$ cat config.mk
export PLATFORM = sky130hd
export DESIGN_NAME = level_controller
export DESIGN_NICKNAME = d
export VERILOG_FILES = /design/src/rtl/whack_pkg.sv /design/src/rtl/one_second_ticker.sv /design/src/rtl/level_controller.sv
export SDC_FILE = /design/constraint.sdc
export NUM_CORES = 1
export LEC_CHECK = 0
export ABC_CLOCK_PERIOD_IN_PS = 3400
export CAP_MARGIN = 15
export CORE_MARGIN = 5
export CORE_UTILIZATION = 51
export CTS_CLUSTER_SIZE = 40
export DETAILED_ROUTE_END_ITERATION = 6
export PLACE_DENSITY = 0.75
export SLEW_MARGIN = 0
export SYNTH_ARGS = -nofsm -noshare
export SYNTH_HDL_FRONTEND = slang
export SYNTH_SLANG_ARGS = --single-unit
$ cat constraint.sdc
create_clock -name clock -period 3.4 [get_ports clock]
set_clock_uncertainty 0.15 [all_clocks]
set_input_delay 0.34 -clock clock [delete_from_list [all_inputs] [get_ports clock]]
set_output_delay 0.34 -clock clock [all_outputs]
set_load 0.01 [all_outputs]
$ cat src/rtl/whack_pkg.sv
// ============================================================================
// Module : whack_pkg
// Brief  : Shared game constants: FSM encoding, level thresholds, mole speeds.
// Rev    : 1.0  initial release
// ============================================================================
`default_nettype none

package whack_pkg;

    typedef enum logic [1:0] {
        ST_IDLE = 2'd0,
        ST_PLAY = 2'd1,
        ST_OVER = 2'd2
    } state_e;

    localparam logic [1:0]  C_LEVEL_MAX   = 2'd3;

    localparam logic [7:0]  C_LVL1_THRESH = 8'd10;
    localparam logic [7:0]  C_LVL2_THRESH = 8'd25;
    localparam logic [7:0]  C_LVL3_THRESH = 8'd50;

    localparam logic [27:0] C_SPEED_L0    = 28'd50_000_000;
    localparam logic [27:0] C_SPEED_L1    = 28'd37_500_000;
    localparam logic [27:0] C_SPEED_L2    = 28'd25_000_000;
    localparam logic [27:0] C_SPEED_L3    = 28'd12_500_000;

    // Score needed to leave the given level for the next one.
    function automatic logic [7:0] threshold_for_level(input logic [1:0] lvl);
        logic [7:0] thr;
        case (lvl)
            2'd0:    thr = C_LVL1_THRESH;
            2'd1:    thr = C_LVL2_THRESH;
            default: thr = C_LVL3_THRESH;
        endcase
        return thr;
    endfunction

    function automatic logic [27:0] speed_for_level(input logic [1:0] lvl);
        logic [27:0] spd;
        case (lvl)
            2'd0:    spd = C_SPEED_L0;
            2'd1:    spd = C_SPEED_L1;
            2'd2:    spd = C_SPEED_L2;
            default: spd = C_SPEED_L3;
        endcase
        return spd;
    endfunction

endpackage

`default_nettype wire

$ cat src/rtl/one_second_ticker.sv
// ============================================================================
// Module : one_second_ticker
// Brief  : Seconds prescaler; one-cycle tick every CLK_HZ enabled cycles.
// Rev    : 1.0  initial release
// ============================================================================
`default_nettype none

module one_second_ticker #(
    parameter int CLK_HZ = 50_000_000
) (
    input  logic clock,
    input  logic reset_n,
    input  logic enable,
    output logic tick
);

    localparam int            CW       = (CLK_HZ > 1) ? $clog2(CLK_HZ) : 1;
    localparam logic [CW-1:0] C_RELOAD = CW'(CLK_HZ - 1);

    logic [CW-1:0] count_q;
    logic [CW-1:0] count_d;

    // While disabled the counter sits at reload so every round starts a full second.
    always_comb begin
        count_d = C_RELOAD;
        if (enable) begin
            count_d = (count_q == '0) ? C_RELOAD : count_q - CW'(1);
        end
    end

    always_ff @(posedge clock) begin
        if (!reset_n) begin
            count_q <= C_RELOAD;
        end else begin
            count_q <= count_d;
        end
    end

    assign tick = enable && (count_q == '0);

endmodule

`default_nettype wire

$ cat src/rtl/level_controller.sv
// ============================================================================
// Module : level_controller
// Brief  : Round timer, difficulty level, mole speed and score bookkeeping.
// Rev    : 1.0  initial release
// ============================================================================
`default_nettype none

module level_controller
    import whack_pkg::*;
#(
    parameter int CLK_HZ       = 50_000_000,
    parameter int GAME_SECONDS = 60
) (
    input  logic        clock,
    input  logic        reset_n,
    input  logic        start,
    input  logic [7:0]  score,
    output logic        game,
    output logic [27:0] speed,
    output logic [1:0]  level,
    output logic [7:0]  time_left,
    output logic [7:0]  final_score,
    output logic [7:0]  best_score
);

    localparam logic [7:0] C_GAME_TIME = 8'(GAME_SECONDS);

    state_e      state_q,       state_d;
    logic        game_q,        game_d;
    logic [27:0] speed_q,       speed_d;
    logic [1:0]  level_q,       level_d;
    logic [7:0]  time_left_q,   time_left_d;
    logic [7:0]  final_score_q, final_score_d;
    logic [7:0]  best_score_q,  best_score_d;
    logic        start_prev_q,  start_prev_d;
    logic        start_edge_q,  start_edge_d;
    logic        w_tick;

    one_second_ticker #(
        .CLK_HZ (CLK_HZ)
    ) u_ticker (
        .clock   (clock),
        .reset_n (reset_n),
        .enable  (state_q == ST_PLAY),
        .tick    (w_tick)
    );

    always_comb begin
        state_d       = state_q;
        level_d       = level_q;
        time_left_d   = time_left_q;
        final_score_d = final_score_q;
        best_score_d  = best_score_q;
        start_prev_d  = start;
        start_edge_d  = start && !start_prev_q;

        case (state_q)
            ST_IDLE, ST_OVER: begin
                if (start_edge_q) begin
                    state_d     = ST_PLAY;
                    level_d     = 2'd0;
                    time_left_d = C_GAME_TIME;
                end
            end
            ST_PLAY: begin
                if ((level_q != C_LEVEL_MAX) && (score >= threshold_for_level(level_q))) begin
                    level_d = level_q + 2'd1;
                end
                if (w_tick) begin
                    if (time_left_q == 8'd1) begin
                        state_d       = ST_OVER;
                        time_left_d   = 8'd0;
                        final_score_d = score;
                        if (score > best_score_q) begin
                            best_score_d = score;
                        end
                    end else begin
                        time_left_d = time_left_q - 8'd1;
                    end
                end
            end
            default: state_d = ST_IDLE;
        endcase

        game_d  = (state_d == ST_PLAY);
        // Round entry and exit both force the base speed; otherwise follow last cycle's level.
        speed_d = ((state_q == ST_PLAY) && (state_d == ST_PLAY)) ? speed_for_level(level_q)
                                                                 : C_SPEED_L0;
    end

    always_ff @(posedge clock) begin
        if (!reset_n) begin
            state_q       <= ST_IDLE;
            game_q        <= 1'b0;
            speed_q       <= C_SPEED_L0;
            level_q       <= 2'd0;
            time_left_q   <= C_GAME_TIME;
            final_score_q <= 8'd0;
            best_score_q  <= 8'd0;
            start_prev_q  <= 1'b1;
            start_edge_q  <= 1'b0;
        end else begin
            state_q       <= state_d;
            game_q        <= game_d;
            speed_q       <= speed_d;
            level_q       <= level_d;
            time_left_q   <= time_left_d;
            final_score_q <= final_score_d;
            best_score_q  <= best_score_d;
            start_prev_q  <= start_prev_d;
            start_edge_q  <= start_edge_d;
        end
    end

    assign game        = game_q;
    assign speed       = speed_q;
    assign level       = level_q;
    assign time_left   = time_left_q;
    assign final_score = final_score_q;
    assign best_score  = best_score_q;

endmodule

`default_nettype wire
==> impl_metrics.yaml, run 1 <==
timing:
  fin_hold_ws_ps: 230
  drv_slew: 0
  finalHoldViolations: 0
  rsz0062_at_grt: "false"
  slew-limit-headroom_pct: 52.2
  finalSetupTns_ps: 0
  worst_slew_pin_slew_ps: 713
  setup_ws_ps: 494
  min_period_ps: 2910
  final-setup-viol-count: 0
  fin_crit_sh_pct: 85.5
  fmax_ghz: 0.344
setup_path:
  path_class: "flop to flop"
  critPathMaxStageDelay_ps: 770
  reg2reg_depth: 5
  critPathTopFamily: "simple AND/OR/NAND/NOR gates"
  cp.required_ps: 3510
  crit_fanout: 10
  r2r_end: "best_score[1]$_SDFFE_PN0P_"
  cp_num_cells: 5
  critPathBufInv: 0
  crit_path_start: "time_left[2]$_SDFFE_PN1P_"
  cp-start-kind: "flop"
  slowest_stage: "or4_1"
  crit_chain: "nor4_2 > nand3_1 > or4_1 > a211oi_4 > mux2i_1"
  worstReg2RegStart: "time_left[2]$_SDFFE_PN1P_"
  crit_arrival_ps: 3020
  r2r_slack_ps: 490
  critical_path.endpoint_type: "flop"
  cp-endpoint: "best_score[1]$_SDFFE_PN0P_"
logic_synthesis:
  synth_edf_count: 0
  synth_most_common_cell: "dfxtp_1"
  ys_seq_area_share_pct: 40.3
  yosys.area.top_type_share_pct: 40.3
  ys_types: 40
  ys_warn_count: 0
  synthTopCellsByArea: "dfxtp_1 40%, ha_1 9.2%, nand2_1 7.4%"
  synthCells: 383
  yosys.area.top_type: "dfxtp_1"
  mappedNetlistArea_sq_um: 3280
  synthArstFlopShare_pct: 0
  ys_ff_latch: 66
  synthFlopType: "dfxtp_1"
  syn_area_per_cell_sq_um: 8.56
  netlist_top_cells_count: "66 x dfxtp_1, 65 x nand2_1, 29 x nor2_1, 24 x ha_1"
floorplanning:
  start_util_pct: 51.9
  die_h_um: 90.2
  die_area_sq_um: 8130
  ios: 66
  rows: 29
  fp.dieW_um: 90.2
  core_area_sq_um: 6310
power_and_ir_drop:
  ir_drop_mv: 0.299
  finalPower_mw: 1.50
  cellPowerDensity_nw_per_um2: 379
  static-leakage-power_nw: 1.37
flow_run:
  cap_violations: 0
routing:
  ant_nets: 0
  vias: 2701
  dr.pass1.iters: 4
  drc: 0
  routed_wl_um: 7110
  highest_layer: "met4"
  via_per_inst: 5.25
  drt-initial-drc-count: 124
  route.met2.wl_um: 3520
  avgRoutedWirePerCell_um: 13.8
  wl_met3_um: 344
  wirelength_met1_um: 3120
layout:
  syn2layout_area_growth_pct: 21.1
  fill_cells: 561
  fin_util_pct: 62.9
  drive_gt1_share_pct: 6.41
  multiInputGateArea_sq_um: 1760
  stdcell_count: 514
  register_area_sq_um: 1320
  final_area_sq_um: 3970
  diodes: 0
  fin_nets: 467
worst_hold_path:
  hp-class: "flop to flop"
placement:
  portBuffers: 51
  dp_slack_ps: 521
  place_area_sq_um: 3770
  dpl.hpwl_um: 5280
  gp_congestion: 0.826
  dp_cells: 497
clock_tree:
  cts_buffer_depth: 2
  cts_made_buffers: 9
  clock-root-buffer: "clkbuf_8"
  htreeDepth: 3
  clk_pin_slew_ps: 80
  cts_tree: "yes"
  cts.sinks: 66
  clk_latency_ps: 340
  holdBufCountCts: 0
  postCtsSetupBuffers: 0
  ctsResizeCount: 0
outcome:
  status: "finished, final reports clean"
global_routing:
  antenna_found_initial: 0
  grt_overflow: 0
  grt_max_degree: 26
  grt_pass1_wl_um: 11900
  grt.total_usage_pct: 17.7
  grt_pass1_vias: 2524
-- cell type report --
type / instances / share of cell area [%]
Multi-Input combinational cell: 283 / 44.2
Inverter: 17 / 1.61
Sequential cell: 66 / 33.3
Timing Repair Buffer: 55 / 13.6
Clock buffer: 9 / 3.12
Tap cell: 77 / 2.43
Clock inverter: 7 / 1.76
-- where the power goes --
part           internal (mW)  total [mW]  leakage (nW)  switching (mW)
sequential             0.775       0.777         0.533         0.00216
combinational         0.0299      0.0783         0.742          0.0484
clock                  0.337       0.648        0.0990           0.312
-- placed cells by master (no fill, tap or decap), types with 3 or more instances in the layout --
master,count
o21a_1,5
nand3_1,10
nor2_1,29
nor4_1,8
dfxtp_1,66
a31oi_1,5
buf_4,4
mux2i_1,8
clkinv_2,3
o211ai_1,5
nor3_1,12
nand2b_1,6
nor4_2,3
ha_1,24
or3_1,5
a21oi_1,21
nand2_1,65
xnor2_1,21
clkdlybuf4s50_1,51
conb_1,14
clkbuf_8,9
inv_1,16
or4_1,8
o21ai_0,11
-- cells by family (layout without fill, tap and decap cells) --
kind of cell    after synthesis  after routing  synth area share (%)
simple gates                162            162                  24.5
flops                        66             66                  40.3
compound gates               53             53                  9.96
buf+inv                      46             88                  7.55
fa+ha+maj                    24             24                  9.16
xor+xnor                     22             22                  5.88
mux                           8              8                  2.44
other cells                   2             14                 0.229
-- state kept, by name (all words and copies together), names as in the netlist --
| signal | cells |
|---|---|
| best_score | 8 |
| game | 1 |
| final_score | 8 |
| speed | 9 |
| start_edge_q | 1 |
| u_ticker.count_q | 26 |
| start_prev_q | 1 |
| level | 2 |
| state_q | 2 |
| time_left | 8 |
-- worst min-delay path by stage --
stage | from | endpoint | cells after the start
floorplan | start_prev_q$_SDFF_PN1_ | start_edge_q$_SDFF_PN0_ | 1
global placement | start_prev_q$_SDFF_PN1_ | start_edge_q$_SDFF_PN0_ | 1
detailed placement | start_prev_q$_SDFF_PN1_ | start_edge_q$_SDFF_PN0_ | 1
CTS | start_prev_q$_SDFF_PN1_ | start_edge_q$_SDFF_PN0_ | 1
global route | start_prev_q$_SDFF_PN1_ | start_edge_q$_SDFF_PN0_ | 1
finish | start_prev_q$_SDFF_PN1_ | start_edge_q$_SDFF_PN0_ | 1
-- worst register-to-register path, stage by stage, from the launching register on --
cell      delay, ps
dfxtp_1         370
nor4_2          440
nand3_1         250
or4_1           770
a211oi_4        550
mux2i_1         290
-- metal layers --
metal / global-route usage, % / up-vias
met3: 3.76 / 10
li1: - / 1378
met1: 21.5 / 1251
met5: 0 / -
met2: 30.2 / 62
met4: 7.20 / 0
No activity file was read; power rests on OpenSTA's default activity.
==> run 2, diff against run 1 <==
PLACE_DENSITY = 0.79   (was 0.75)
RECOVER_POWER = 25   (was not set)
==> impl_metrics.yaml, run 2 (synthesized netlist as in run 1, its figures left out) <==
outcome:
  status: "finished, final reports clean"
layout:
  drive_gt1_share_pct: 6.18
  top_register: "u_ticker.count_q"
  final_area_sq_um: 4010
  fin_nets: 467
  final_cell_mix: "66 x dfxtp_1, 65 x nand2_1, 29 x nor2_1"
  final_common_cell: "dfxtp_1"
  register_area_sq_um: 1320
  fill_cells: 541
  fin_util_pct: 63.4
  diodes: 0
  syn2layout_area_growth_pct: 22.1
  largest_register_ffs: 26
  stdcell_count: 514
  multiInputGateArea_sq_um: 1760
global_routing:
  grt.total_usage_pct: 17.9
  grt_pass1_wl_um: 12300
  grt_max_degree: 26
  antenna_found_initial: 0
  grt_overflow: 0
  grt_pass1_vias: 2670
timing:
  finalSetupTns_ps: 0
  fin_crit_sh_pct: 84.4
  drv_slew: 0
  finalHoldViolations: 0
  rsz0062_at_grt: "false"
  min_period_ps: 2870
  worst_slew_pin_slew_ps: 1130
  slew-limit-headroom_pct: 24.9
  setup_ws_ps: 529
  fmax_ghz: 0.348
  final-setup-viol-count: 0
floorplanning:
  ios: 66
  core_area_sq_um: 6310
  start_util_pct: 51.9
  rows: 29
  die_area_sq_um: 8130
  die_h_um: 90.2
  fp.dieW_um: 90.2
routing:
  via_per_inst: 5.27
  wl_met3_um: 375
  route.met2.wl_um: 3300
  drt-initial-drc-count: 164
  dr.pass1.iters: 4
  vias: 2708
  routed_wl_um: 6880
  drc: 0
  avgRoutedWirePerCell_um: 13.4
  wirelength_met1_um: 3060
  ant_nets: 0
  highest_layer: "met4"
setup_path:
  cp_num_cells: 5
  crit_path_start: "time_left[2]$_SDFFE_PN1P_"
  cp-start-kind: "flop"
  r2r_end: "best_score[2]$_SDFFE_PN0P_"
  critPathBufInv: 0
  critPathTopFamily: "simple AND/OR/NAND/NOR gates"
  path_class: "flop to flop"
  cp.required_ps: 3520
  cp-endpoint: "best_score[2]$_SDFFE_PN0P_"
  crit_fanout: 10
  slowest_stage: "or4_1"
  critPathMaxStageDelay_ps: 770
  crit_chain: "nor4_2 > nand3_1 > or4_1 > a211oi_4 > mux2i_1"
  r2r_slack_ps: 530
  crit_arrival_ps: 2990
  critical_path.endpoint_type: "flop"
  reg2reg_depth: 5
  worstReg2RegStart: "time_left[2]$_SDFFE_PN1P_"
placement:
  gp_congestion: 0.876
  dp_slack_ps: 526
  dpl.hpwl_um: 5060
  place_area_sq_um: 3770
  dp_cells: 497
  portBuffers: 51
clock_tree:
  htreeDepth: 3
  clock-root-buffer: "clkbuf_8"
  clk_latency_ps: 340
  ctsResizeCount: 0
  clk_pin_slew_ps: 70
  postCtsSetupBuffers: 0
  cts.sinks: 66
  holdBufCountCts: 0
  cts_buffer_depth: 2
  cts_tree: "yes"
  cts_made_buffers: 9
power_and_ir_drop:
  clkPwrFrac_pct: 46.6
  static-leakage-power_nw: 1.44
  cellPowerDensity_nw_per_um2: 399
  ir_drop_mv: 0.281
  p_seq_share_pct: 48.7
  power.share.switching_pct: 22.5
  p_comb_share_pct: 4.7
  p_sw_mw: 0.359
  p_int_mw: 1.24
worst_hold_path:
  hp-start: "start_prev_q$_SDFF_PN1_"
  hp-class: "flop to flop"
flow_run:
  cap_violations: 0
run 2: final cells by class:
type	count	share of cell area (%)
multi-input combinational	283	43.8
timing repair buffer	55	13.5
inverter	17	1.59
clock inverter	6	2.25
sequential	66	33.0
clock buffer	10	3.44
tap	77	2.41
run 2: worst min path at each step:
stage / endpoint / slack, ps / depth (start not counted)
3_3_place_gp: start_edge_q$_SDFF_PN0_ / 230 / 1
2_1_floorplan: start_edge_q$_SDFF_PN0_ / 220 / 1
5_1_grt: start_edge_q$_SDFF_PN0_ / 270 / 1
3_5_place_dp: start_edge_q$_SDFF_PN0_ / 230 / 1
4_1_cts: start_edge_q$_SDFF_PN0_ / 240 / 1
6_report: start_edge_q$_SDFF_PN0_ / 240 / 1
run 2: through the flow:
step / hold slack (ps) / power, mW
5_1_grt: 274 / 1.67
3_5_place_dp: 230 / 0.871
4_1_cts: 244 / 1.61
2_1_floorplan: 217 / 0.853
6_report: 240 / 1.60
3_3_place_gp: 226 / 0.870
run 2: routing by layer:
layer | vias up | global-route usage, %
met5 | - | 0
met4 | 0 | 8.56
met3 | 12 | 3.84
met2 | 65 | 30.6
met1 | 1257 | 21.2
li1 | 1374 | -
run 2: power groups by stage:
stage	Combinational [mW]	Sequential, mW	Clock (mW)
after global placement	0.0742	0.795	0
final	0.0758	0.777	0.744
after detailed placement	0.0756	0.795	0
after floorplan	0.0573	0.796	0
after CTS	0.0760	0.777	0.761
after global routing	0.0858	0.778	0.803
==> run 3, diff against run 2 <==
ABC_CLOCK_PERIOD_IN_PS = 2700   (was 3400)
clock period = 2.7 ns   (was 3.4 ns; I/O delays follow)
==> impl_metrics.yaml, run 3 (synthesized netlist as in run 1, its figures left out) <==
outcome:
  status: "finished, final reports clean"
routing:
  ant_nets: 0
  dr.pass1.iters: 4
  drt-initial-drc-count: 71
  vias: 2768
  via_per_inst: 5.31
  routed_wl_um: 7060
  drc: 0
  avgRoutedWirePerCell_um: 13.5
timing:
  fin_crit_sh_pct: 96.3
  worst_slew_pin_slew_ps: 736
  slew-limit-headroom_pct: 50.7
  rsz0062_at_grt: "false"
  min_period_ps: 2600
  fmax_ghz: 0.385
  drv_slew: 0
  finalSetupTns_ps: 0
  final-setup-viol-count: 0
  finalHoldViolations: 0
layout:
  stdcell_count: 521
  top_register: "u_ticker.count_q"
  syn2layout_area_growth_pct: 22.7
  drive_gt1_share_pct: 8.56
  fill_cells: 549
  diodes: 0
  largest_register_ffs: 26
  fin_nets: 476
  final_cell_mix: "65 x nand2_1, 65 x dfxtp_1, 29 x nor2_1"
clock_tree:
  holdBufCountCts: 0
  clk_latency_ps: 330
  clk_pin_slew_ps: 70
  htreeDepth: 3
  ctsResizeCount: 0
  cts_buffer_depth: 2
  postCtsSetupBuffers: 0
  clock-root-buffer: "clkbuf_8"
  cts_tree: "yes"
  cts.sinks: 66
  cts_made_buffers: 9
worst_hold_path:
  hp-class: "flop to flop"
  hp-start: "start_prev_q$_SDFF_PN1_"
  whs_path_depth: 1
setup_path:
  crit_fanout: 5
  crit_arrival_ps: 2710
  crit_path_start: "u_ticker.count_q[11]$_SDFF_PP0_"
  slowest_stage: "or4_4"
  critPathMaxStageDelay_ps: 570
  crit_chain: "or4_4 > or3_4 > or4_4 > or4_1 > a21oi_1"
  reg2reg_depth: 5
  cp.required_ps: 2810
  path_class: "flop to flop"
  worstReg2RegStart: "u_ticker.count_q[11]$_SDFF_PP0_"
  critical_path.endpoint_type: "flop"
  crit_top_cell: "or4_4"
  cp-start-kind: "flop"
power_and_ir_drop:
  finalPower_mw: 1.77
  p_seq_share_pct: 55.3
  cellPowerDensity_nw_per_um2: 440
  p_int_mw: 1.36
  power.share.switching_pct: 23.3
  p_comb_share_pct: 5.5
  p_sw_mw: 0.412
  ir_drop_mv: 0.332
  clkPwrFrac_pct: 39.2
  static-leakage-power_nw: 1.46
global_routing:
  grt_busiest_layer: "met2"
  grt_pass1_vias: 2767
  grt_use_met3_pct: 5.76
  grt_util_met2_pct: 33.3
  use_met1_pct: 18.8
  antenna_found_initial: 0
  grt_pass1_wl_um: 12300
  grt.total_usage_pct: 17.8
  grt_max_degree: 25
  grt_overflow: 0
floorplanning:
  die_h_um: 90.2
  ios: 66
  core_area_sq_um: 6310
  rows: 29
  die_area_sq_um: 8130
  fp.dieW_um: 90.2
  start_util_pct: 51.9
placement:
  dp_cells: 506
  portBuffers: 51
  gp_congestion: 0.801
  dpl.hpwl_um: 5430
flow_run:
  cap_violations: 0
-- run 3: path summary, 6_finish.rpt --
kind | end | slack [ps]
worst min-delay path | start_edge_q$_SDFF_PN0_ | 230
worst min register to register | start_edge_q$_SDFF_PN0_ | 230
worst max register to register | time_left[6]$_SDFFE_PN0P_ | 100
worst max-delay path | time_left[6]$_SDFFE_PN0P_ | 100
-- run 3: through the flow --
step	utilization [%]	hold WS, ps	setup slack (ps)	instance area [sq um]
2_1_floorplan	-	217	196	3320
3_3_place_gp	60.8	223	142	3840
3_5_place_dp	60.8	228	85.3	3840
4_1_cts	63.3	227	88.9	4000
5_1_grt	63.7	229	8.48	4020
6_report	63.7	225	99.5	4020
-- run 3: layout make-up --
class	count	area, sq um	area share [%]
clock buffer	11	141	3.51
sequential	66	1320	32.9
inverter	17	63.8	1.59
multi-input combinational	283	1770	44.0
clock inverter	3	17.5	0.435
timing repair buffer	64	612	15.2
tap	77	96.3	2.40
-- run 3: power groups by stage --
| stage | sequential (mW) | clock, mW | combinational [mW] |
|---|---|---|---|
| floorplan | 1.00 | 0 | 0.0722 |
| global placement | 1.00 | 0 | 0.0935 |
| detailed placement | 1.00 | 0 | 0.0971 |
| CTS | 0.979 | 0.718 | 0.0976 |
| global route | 0.979 | 0.762 | 0.110 |
| finish | 0.980 | 0.694 | 0.0976 |
-- run 3: critical path, delay by kind of cell, from the launching register on --
family / cells / cell delay [ps]
and+or+nand+nor: 4 / 1900
AOI/OAI and AO/OA: 1 / 150
DFF: 1 / 330
-- run 3: metal layers --
metal,vias to the layer above,part of all wire (%),wire (um)
li1,1396,-,-
met1,1287,41,2890
met2,72,52,3680
met3,13,5.4,380
met4,0,1.6,115
met5,-,0,0
